--- config.mk ---
export PLATFORM = sky130hd
export DESIGN_NAME = fwd_hazard_unit_flat
export DESIGN_NICKNAME = d
export VERILOG_FILES = /design/src/rtl/fwd_hazard_unit_if.sv /design/src/rtl/fwd_hazard_unit.sv /design/src/flat_wrapper.sv
export SDC_FILE = /design/constraint.sdc
export NUM_CORES = 1
export LEC_CHECK = 0
export CAP_MARGIN = 20
export CORE_MARGIN = 5
export CORE_UTILIZATION = 43
export CTS_CLUSTER_SIZE = 25
export DETAILED_ROUTE_END_ITERATION = 8
export PLACE_DENSITY = 0.82
export SLEW_MARGIN = 40
export SYNTH_ARGS = -nofsm -noshare
export SYNTH_HDL_FRONTEND = slang
export SYNTH_SLANG_ARGS = --single-unit
--- constraint.sdc ---
create_clock -name clk -period 2 [get_ports clk]
set_input_delay 0.5 -clock clk [delete_from_list [all_inputs] [get_ports clk]]
set_output_delay 0.5 -clock clk [all_outputs]
set_load 0.01 [all_outputs]
--- src/rtl/fwd_hazard_unit_if.sv ---
// -----------------------------------------------------------------------------
// fwd_hazard_unit_if
// Decode-side bundle between the decoder/register file and the forwarding and
// hazard controller.
//
// Signals:
//   id_valid            decode holds a valid instruction
//   id_rs, id_rt        source register numbers in decode
//   id_use_rs/rt        instruction reads rs / rt
//   id_use_imm          operand B is the immediate
//   id_wr_en, id_rd     instruction writes register id_rd
//   id_is_load          instruction is a load
//   flush               squash the instruction leaving decode
//   sel_a, sel_b        registered EX operand-mux selects
//   ex_valid            EX holds a real instruction
//   stall               combinational decode stall
//   stall_cnt           saturating stall-cycle counter
//
// Modports:
//   master  decoder side, drives the id_* fields and flush
//   slave   the hazard unit, drives the selects, stall and counter
// -----------------------------------------------------------------------------
interface fwd_hazard_unit_if #(
    parameter int REG_AW = 5,
    parameter int CNT_W  = 16
);
    logic              id_valid;
    logic [REG_AW-1:0] id_rs;
    logic [REG_AW-1:0] id_rt;
    logic              id_use_rs;
    logic              id_use_rt;
    logic              id_use_imm;
    logic              id_wr_en;
    logic [REG_AW-1:0] id_rd;
    logic              id_is_load;
    logic              flush;
    logic [1:0]        sel_a;
    logic [1:0]        sel_b;
    logic              ex_valid;
    logic              stall;
    logic [CNT_W-1:0]  stall_cnt;

    modport master (
        output id_valid, id_rs, id_rt, id_use_rs, id_use_rt, id_use_imm,
               id_wr_en, id_rd, id_is_load, flush,
        input  sel_a, sel_b, ex_valid, stall, stall_cnt
    );

    modport slave (
        input  id_valid, id_rs, id_rt, id_use_rs, id_use_rt, id_use_imm,
               id_wr_en, id_rd, id_is_load, flush,
        output sel_a, sel_b, ex_valid, stall, stall_cnt
    );
endinterface

--- src/rtl/fwd_hazard_unit.sv ---
// -----------------------------------------------------------------------------
// fwd_hazard_unit
// Forwarding and load-use hazard controller for the 5-stage MIPS core.
// Shadows the EX and MEM stages ({valid, wr, rd, load}), computes the operand
// mux selects for the instruction in decode and registers them as it enters EX.
// A load in EX whose result decode needs raises a one-cycle stall and a bubble.
//
// Ports:
//   clk     pipeline clock, rising edge
//   rst_n   asynchronous active-low reset
//   bus     fwd_hazard_unit_if.slave (decode fields in, selects/stall out)
//
// Select codes: 00 register file, 01 EX/MEM ALU result, 10 MEM/WB writeback,
//               11 immediate (operand B only).
// -----------------------------------------------------------------------------
module fwd_hazard_unit #(
    parameter int REG_AW = 5,
    parameter int CNT_W  = 16
) (
    input  logic                 clk,
    input  logic                 rst_n,
    fwd_hazard_unit_if.slave     bus
);

    typedef enum logic [1:0] {
        SEL_RF  = 2'b00,
        SEL_EX  = 2'b01,
        SEL_MEM = 2'b10,
        SEL_IMM = 2'b11
    } sel_e;

    typedef struct packed {
        logic              valid;
        logic              wr;
        logic              load;
        logic [REG_AW-1:0] rd;
    } slot_t;

    slot_t            r_ex;
    slot_t            r_mem;
    sel_e             r_sel_a;
    sel_e             r_sel_b;
    logic [CNT_W-1:0] r_stall_cnt;

    logic w_stall;
    logic w_advance;
    sel_e w_sel_a;
    sel_e w_sel_b;

    // A slot produces r when it will write a nonzero r; $0 is never forwarded.
    function automatic logic produces(input slot_t s, input logic [REG_AW-1:0] r);
        return s.valid && s.wr && (s.rd == r) && (r != '0);
    endfunction

    // EX is checked first: it holds the younger, therefore current, value.
    function automatic sel_e fwd_sel(input slot_t ex, input slot_t mem,
                                     input logic [REG_AW-1:0] r);
        if (produces(ex, r))
            return SEL_EX;
        else if (produces(mem, r))
            return SEL_MEM;
        else
            return SEL_RF;
    endfunction

    always_comb begin
        // NOTE: every combinational output gets a default first so no path
        // through the block leaves it unassigned and infers a latch.
        w_stall   = 1'b0;
        w_sel_a   = SEL_RF;
        w_sel_b   = SEL_RF;

        // Load result is only available from MEM/WB, so a consumer right
        // behind it waits one cycle. rt of a store-type (imm) op is ignored.
        if (bus.id_valid && !bus.flush && r_ex.valid && r_ex.load &&
            r_ex.wr && (r_ex.rd != '0)) begin
            w_stall = (bus.id_use_rs && (bus.id_rs == r_ex.rd)) ||
                      (bus.id_use_rt && !bus.id_use_imm && (bus.id_rt == r_ex.rd));
        end

        if (bus.id_use_rs)
            w_sel_a = fwd_sel(r_ex, r_mem, bus.id_rs);

        if (bus.id_use_imm)
            w_sel_b = SEL_IMM;
        else if (bus.id_use_rt)
            w_sel_b = fwd_sel(r_ex, r_mem, bus.id_rt);
    end

    assign w_advance = bus.id_valid && !w_stall && !bus.flush;

    always_ff @(posedge clk or negedge rst_n) begin
        if (!rst_n) begin
            r_ex        <= '0;
            r_mem       <= '0;
            r_sel_a     <= SEL_RF;
            r_sel_b     <= SEL_RF;
            r_stall_cnt <= '0;
        end else begin
            // NOTE: non-blocking assignments make r_mem take the old r_ex,
            // giving a true shift regardless of statement order.
            r_mem <= r_ex;
            if (w_advance) begin
                r_ex    <= '{valid: 1'b1, wr: bus.id_wr_en,
                             load: bus.id_is_load, rd: bus.id_rd};
                r_sel_a <= w_sel_a;
                r_sel_b <= w_sel_b;
            end else begin
                r_ex    <= '0;
                r_sel_a <= SEL_RF;
                r_sel_b <= SEL_RF;
            end
            if (w_stall && (r_stall_cnt != '1))
                r_stall_cnt <= r_stall_cnt + 1'b1;
        end
    end

    assign bus.sel_a     = r_sel_a;
    assign bus.sel_b     = r_sel_b;
    assign bus.ex_valid  = r_ex.valid;
    assign bus.stall     = w_stall;
    assign bus.stall_cnt = r_stall_cnt;

endmodule

--- src/flat_wrapper.sv ---
// flat-port wrapper written by rule: the top's interface ports become plain ports
module fwd_hazard_unit_flat 
#(
    parameter int REG_AW = 5,
    parameter int CNT_W  = 16
)
  (clk, rst_n, bus_id_valid, bus_id_rs, bus_id_rt, bus_id_use_rs, bus_id_use_rt, bus_id_use_imm, bus_id_wr_en, bus_id_rd, bus_id_is_load, bus_flush, bus_sel_a, bus_sel_b, bus_ex_valid, bus_stall, bus_stall_cnt);
  fwd_hazard_unit_if #(.REG_AW(REG_AW), .CNT_W(CNT_W)) bus_i ();
  input  logic clk;
  input  logic rst_n;
  input wire logic [$bits(bus_i.id_valid)-1:0] bus_id_valid;
  input wire logic [$bits(bus_i.id_rs)-1:0] bus_id_rs;
  input wire logic [$bits(bus_i.id_rt)-1:0] bus_id_rt;
  input wire logic [$bits(bus_i.id_use_rs)-1:0] bus_id_use_rs;
  input wire logic [$bits(bus_i.id_use_rt)-1:0] bus_id_use_rt;
  input wire logic [$bits(bus_i.id_use_imm)-1:0] bus_id_use_imm;
  input wire logic [$bits(bus_i.id_wr_en)-1:0] bus_id_wr_en;
  input wire logic [$bits(bus_i.id_rd)-1:0] bus_id_rd;
  input wire logic [$bits(bus_i.id_is_load)-1:0] bus_id_is_load;
  input wire logic [$bits(bus_i.flush)-1:0] bus_flush;
  output wire logic [$bits(bus_i.sel_a)-1:0] bus_sel_a;
  output wire logic [$bits(bus_i.sel_b)-1:0] bus_sel_b;
  output wire logic [$bits(bus_i.ex_valid)-1:0] bus_ex_valid;
  output wire logic [$bits(bus_i.stall)-1:0] bus_stall;
  output wire logic [$bits(bus_i.stall_cnt)-1:0] bus_stall_cnt;
  assign bus_i.id_valid = bus_id_valid;
  assign bus_i.id_rs = bus_id_rs;
  assign bus_i.id_rt = bus_id_rt;
  assign bus_i.id_use_rs = bus_id_use_rs;
  assign bus_i.id_use_rt = bus_id_use_rt;
  assign bus_i.id_use_imm = bus_id_use_imm;
  assign bus_i.id_wr_en = bus_id_wr_en;
  assign bus_i.id_rd = bus_id_rd;
  assign bus_i.id_is_load = bus_id_is_load;
  assign bus_i.flush = bus_flush;
  assign bus_sel_a = bus_i.sel_a;
  assign bus_sel_b = bus_i.sel_b;
  assign bus_ex_valid = bus_i.ex_valid;
  assign bus_stall = bus_i.stall;
  assign bus_stall_cnt = bus_i.stall_cnt;
  fwd_hazard_unit #(.REG_AW(REG_AW), .CNT_W(CNT_W)) u_core (.clk(clk), .rst_n(rst_n), .bus(bus_i));
endmodule
==> results of run 1 <==
==> sequential cells by signal, indices dropped and copies added (netlist names) <==
| name | cells |
|---|---|
| u_core.bus.ex_valid | 1 |
| u_core.bus.sel_a | 2 |
| u_core.bus.sel_b | 2 |
| u_core.bus.stall_cnt | 16 |
| u_core.r_ex | 7 |
| u_core.r_mem | 7 |
==> repair_timing <==
item,in CTS,in global routing
buffers inserted,3,2
setup endpoints to repair,27,27
hold endpoints to repair,0,0
resized for setup,12,4
gates cloned,0,1
pin swaps,3,3
==> worst paths after layout <==
check,from,end,slack [ps],depth (start not counted)
worst max-delay path,u_core.r_ex[4],bus_stall,-290,5
worst min-delay path,u_core.r_ex[6],u_core.r_mem[6],370,0
worst max register to register,u_core.r_ex[4],u_core.bus.stall_cnt[1],-30,6
worst min register to register,u_core.r_ex[6],u_core.r_mem[6],370,0
max in group asynchronous,rst_n,u_core.r_mem[3],1070,2
min in group asynchronous,rst_n,u_core.bus.stall_cnt[11],620,2
==> kinds of logic (layout without fill, tap and decap cells) <==
logic type	after synthesis	count (layout)	share of synthesized area
and+or+nand+nor	66	66	0.230
xor gates and xnor gates	33	33	0.166
adders and majority gates	1	1	0.00718
muxes	2	2	0.0129
buffers and inverters	6	86	0.0215
AOI/OAI and AO/OA	12	13	0.0603
DFF	35	35	0.503
==> worst max-delay path, stage by stage (launching register included) <==
cell and delay, ps:
dfrtp_1 410, buf_4 140, or4_1 400, o2111a_2 280, and2_4 160, buf_6 110
==> cell type report <==
type	instances	area share
Multi-Input combinational cell	115	0.336
Inverter	3	0.00438
Clock buffer	6	0.0283
Tap cell	50	0.0244
Sequential cell	35	0.341
Clock inverter	2	0.00487
Timing Repair Buffer	75	0.261
==> metal layers <==
layer	share of wire	routed length, um	global-route usage	vias to the layer above
li1	-	-	-	714
met1	0.46	1920	0.225	694
met2	0.48	1990	0.258	32
met3	0.046	192	0.0342	4
met4	0.010	42	0.0423	0
met5	0	0	0	-
==> stage by stage <==
| stage | setup WS, ps | std cells |
|---|---|---|
| CTS | -307 | 284 |
| finish | -288 | 286 |
| floorplan | 26.8 | 155 |
| global placement | -882 | 273 |
| global route | -357 | 286 |
| detailed placement | -945 | 273 |
==> layout by cell type (no fill, tap or decap), drive strengths merged, types with 2 or more instances in the layout <==
master	count
dlygate4sd2	5
xnor2	23
mux2	2
nor4	2
and2	11
o21a	2
clkdlybuf4s50	39
and3	10
dfrtp	35
xor2	10
a21boi	2
nand3	16
and4	2
nand2	4
clkbuf	6
nor2	5
buf	31
a31oi	3
nand4	7
inv	3
or4	3
nor3	2
==> report_power, final <==
| group | switching [W] | leakage (nW) | internal (W) | total [W] |
|---|---|---|---|---|
| registers | 0.0000107 | 0.479 | 0.000721 | 0.000732 |
| logic | 0.0000665 | 0.628 | 0.000102 | 0.000168 |
| clock network | 0.000247 | 0.0412 | 0.000243 | 0.000490 |
| total | 0.000324 | 1.15 | 0.00107 | 0.00139 |
==> impl_results.md, run 1 <==
- Crit path capture type: primary output
- Most numerous cell in the Yosys netlist: dfrtp_1
- Pwr per Cell Area: around 540 nW/um^2
- First-pass detailed-route iteration total: 4
- Top post-synthesis cells by area: dfrtp_1, xnor2_1, xor2_1, nand3_1, and2_2
- Register Area: 876 um^2
- Post-route cell area: approximately 2600 um^2
- Seq/Total Area, Yosys: 0.503
- Hold_buf cts: 0
- Area Overhead vs Synth: 47.4%
- Req. time, crit path: roughly 1500 ps
- Cell Area, Synth: 1740 um^2
- Die Wd: 73.7 um
- CTS Buffer Depth: 2
- Post-synth ARST share: 1.00
- Worst Tran Pin Value: 432 ps
- Syn_nets: between 150 and 200
- CTS sink cnt: 35
- Top cells by count, synth: dfrtp_1, xnor2_1, nand3_1
- Via count: ~1.4k
- Largest net degree at the start of global routing: 36
- Routability cong.: ~0.89
- Max-slew violation count: 0
- RSZ-0062 raised after global routing: yes
- Root Buffer: clkbuf_8
- Post-synth EDFFs: 0
- Iter 0 DRT Violations: 152
- Netlist cell types: 34
- Syn Inst Count: about 160
- Finished Core Util: 0.647
- Multi-input gate area: 863 um^2
- F_max: 437 MHz
- Worst Skew: 5.76 ps
- Worst hold slack: 374 ps
- Routed WL: 4140 um
- Peak supply drop: a little under 0.4 mV
- Post-DR vias/cell: a little over 5
- TNS Setup: -336 ps
- Critical path class: register to primary output
- WP data arrival: about 1800 ps
- Vias in the first global route: approximately 1.5k
- Fin nets: 260
- CTS Buf Count: 5
- Number of cell rows: 23
- Fin crit share: 1.14
- CP Launch Type: register
- WL/cell: 14.5 um
- Leak: roughly 1.1 nW
- Global route overflow: 0
- Worst-path fanout max: 3
- Post-route setup slack: -288 ps
- CORE AREA: between 3000 and 4000 um^2
- Die H: about 74 um
- Clock transition at the registers of the reported paths: 70 ps
- Final setup fails: 3
- Max-cap violations: 0
- Total power: approximately 0.0014 W
- Residual DRC: 0
- Post-synthesis register bit count: 35
- Total GRT Usage: 0.162
- Area post-placement: ~2400 um^2
- Synth Area per Inst: ~11 um^2
- Initial Utilization: 0.439
- Failing checks: setup timing
- Outcome: finished, violations left
- DP HPWL: 3080 um
- Worst skew pair latency: around 280 ps
- IO Port Bufs: between 40 and 50
- Fin. Hold Viols: 0
- Initial antenna violation count: 0
- H-Tree Depth: 2
- First-pass GRT wire length: around 6800 um
- Yosys warns: 0
- Dominant cell type by area after synthesis: dfrtp_1
- IO Pins: 46
- Slew HR: 0.712
- Hold Crit Class: register to register
- Main synth FF type: dfrtp_1
- CTS tree: built
- Die ar.: approximately 5400 um^2
- Post-layout min period: approximately 2300 ps
- Fill cells: around 330
- Residual antenna-violating net count after detailed routing: 0
- Ant diodes: 0
- Layout cells sized above 1: 0.258
- Synth top area share: 0.503
(Power assumes the default switching activity.)
==> run 2: changes to the inputs <==
- PLACE_DENSITY: 0.82 -> 0.74
==> run 2 against run 1 <==
Die area is the same. Register-to-register slack better by 60 ps. Cell count down 1.4%. Non-clock buffer count is 4 lower. Sequential share of layout area is 0.30 points lower. Clock skew is 2.2 ps higher. Clock power rose by 3%. Maximum frequency is 0.49% higher. Largest cell class is now multi-input combinational cells. Clock-buffer cell count stayed put. First-iteration DRC count fell by 21%. Sequential power is essentially flat. The flow still finishes with violations (setup timing).
==> impl_results.md, run 2 (same netlist as run 1, synthesis figures left out) <==
- Outcome: finished, violations left (unchanged)
- Failing checks: setup timing (unchanged)
- Area post-placement: 2390 um^2 (was 2420 um^2)
- Most frequent cells in the layout: clkdlybuf4s50_1, dfrtp_1, buf_4 (unchanged)
- Crit path capture type: primary output (unchanged)
- Slew HR: 0.711 (was 0.712)
- Area Overhead vs Synth: 49.1% (was 47.4%)
- DP HPWL: 3190 um (was 3080 um)
- Worst slack, placed: -973 ps (was -945 ps)
- CTS tree: built (unchanged)
- Initial antenna violation count: 0 (unchanged)
- First-pass detailed-route iteration total: 4 (unchanged)
- Residual antenna-violating net count after detailed routing: 0 (unchanged)
- Vias in the first global route: 1563 (was 1471)
- Max incr delay on CP: 500 ps (was 410 ps)
- TNS Setup: -277 ps (was -336 ps)
- CP Launch Type: register (unchanged)
- Residual DRC: 0 (unchanged)
- Worst skew pair latency: 290 ps (was 280 ps)
- Number of cell rows: 23 (unchanged)
- Total GRT Usage: 0.173 (was 0.162)
- Fin. Hold Viols: 0 (unchanged)
- Layout cells sized above 1: 0.267 (was 0.258)
- Post-route setup slack: -277 ps (was -288 ps)
- Hold_buf cts: 0 (unchanged)
- Max-slew violation count: 0 (unchanged)
- Die ar.: 5430 um^2 (unchanged)
- Fin nets: 256 (was 260)
- Critical path class: register to primary output (unchanged)
- Via count: 1467 (was 1444)
- Largest net degree at the start of global routing: 36 (unchanged)
- WP data arrival: 1780 ps (was 1790 ps)
- Final setup fails: 1 (was 3)
- Pwr per Cell Area: 542 nW/um^2 (was 541 nW/um^2)
- RSZ-0062 raised after global routing: yes (unchanged)
- Req. time, crit path: 1500 ps (about the same)
- Hold Crit Class: register to register (unchanged)
- Root Buffer: clkbuf_8 (unchanged)
- Routability cong.: 0.834 (was 0.890)
- Post-layout min period: 2280 ps (was 2290 ps)
- Leak: 1.17 nW (was 1.15 nW)
- Routed WL: 4340 um (was 4140 um)
- Finished Core Util: 0.654 (was 0.647)
- CP max-delay cell: or4_1 (was dfrtp_1)
- H-Tree Depth: 2 (unchanged)
- Post-DR vias/cell: 5.20 (was 5.05)
- WL/cell: 15.4 um (was 14.5 um)
- Max-cap violations: 0 (unchanged)
- Peak supply drop: 0.434 mV (was 0.395 mV)
- Total power: 0.00141 W (was 0.00139 W)
- Crit-path cells: or4_1 > o2111a_2 > and2_4 > buf_6 (was buf_4 > or4_1 > o2111a_2 > and2_4 > buf_6)
- Global route overflow: 0 (unchanged)
- Die Wd: 73.7 um (unchanged)
- IO Port Bufs: 45 (unchanged)
- Die H: 73.7 um (unchanged)
- CP bufs+invs: 1 (was 2)
- Initial Utilization: 0.439 (unchanged)
- Worst Skew: 7.93 ps (was 5.76 ps)
- IO Pins: 46 (unchanged)
- Post-route cell area: 2600 um^2 (was 2570 um^2)
- Top Family by Delay on Critical Path: simple AND/OR/NAND/NOR gates (unchanged)
- CTS sink cnt: 35 (unchanged)
- CORE AREA: 3970 um^2 (unchanged)
- Largest register FFs: 16 (unchanged)
- First-pass GRT wire length: 7250 um (was 6780 um)
- Fin crit share: 1.14 (about the same)
- Clock transition at the registers of the reported paths: 60 ps (was 70 ps)
- CTS Buffer Depth: 2 (unchanged)
- Iter 0 DRT Violations: 120 (was 152)
- Worst-path fanout max: 2 (was 3)
- CTS Buf Count: 5 (unchanged)
- Most common cell after layout, fill and taps aside: clkdlybuf4s50_1 (unchanged)
- F_max: 439 MHz (was 437 MHz)
- Ant diodes: 0 (unchanged)
- Worst Tran Pin Value: 433 ps (was 432 ps)
[run 2: area by class of cell]
cell class | count | area [um^2]
Fill cell | 292 | 1370
Tap cell | 50 | 62.6
Clock buffer | 6 | 72.6
Sequential cell | 35 | 878
Multi-Input combinational cell | 115 | 898
Timing Repair Buffer | 71 | 663
Clock inverter | 2 | 12.5
Inverter | 3 | 11.3
[run 2: metal layers]
metal | wire length [um] | track usage | vias to the layer above
met5 | 0 | 0 | -
li1 | - | - | 705
met2 | 2230 | 0.298 | 39
met1 | 1850 | 0.207 | 716
met3 | 191 | 0.0397 | 7
met4 | 69 | 0.0664 | 0
[run 2: through the flow]
step / instances / hold slack (ps)
floorplan: 155 / 204
global placement: 269 / 357
detailed placement: 269 / 356
CTS: 280 / 372
global route: 282 / 384
finish: 282 / 374
[run 2: final timing paths]
check / startpoint / endpoint / slack [ps] / depth (start not counted)
min in group asynchronous: rst_n / u_core.bus.stall_cnt[14] / 610 / 2
max reg2reg: u_core.r_ex[3] / u_core.bus.stall_cnt[1] / 30 / 5
min reg2reg: u_core.r_ex[6] / u_core.r_mem[6] / 370 / 0
max: u_core.r_ex[3] / bus_stall / -280 / 4
max in group asynchronous: rst_n / u_core.r_ex[1] / 1040 / 2
min: u_core.r_ex[6] / u_core.r_mem[6] / 370 / 0
[run 2: what timing repair did]
| action | CTS | global route |
|---|---|---|
| setup buffers | 3 | 1 |
| resized for setup | 14 | 12 |
| pin swaps | 9 | 11 |
| gates cloned | 0 | 1 |
| endpoints found under the setup margin | 26 | 19 |
[run 2: where the power goes]
group          internal, W  leakage (nW)  switching (W)
registers         0.000721         0.476      0.0000121
logic             0.000101         0.656      0.0000717
clock network     0.000243        0.0412       0.000259
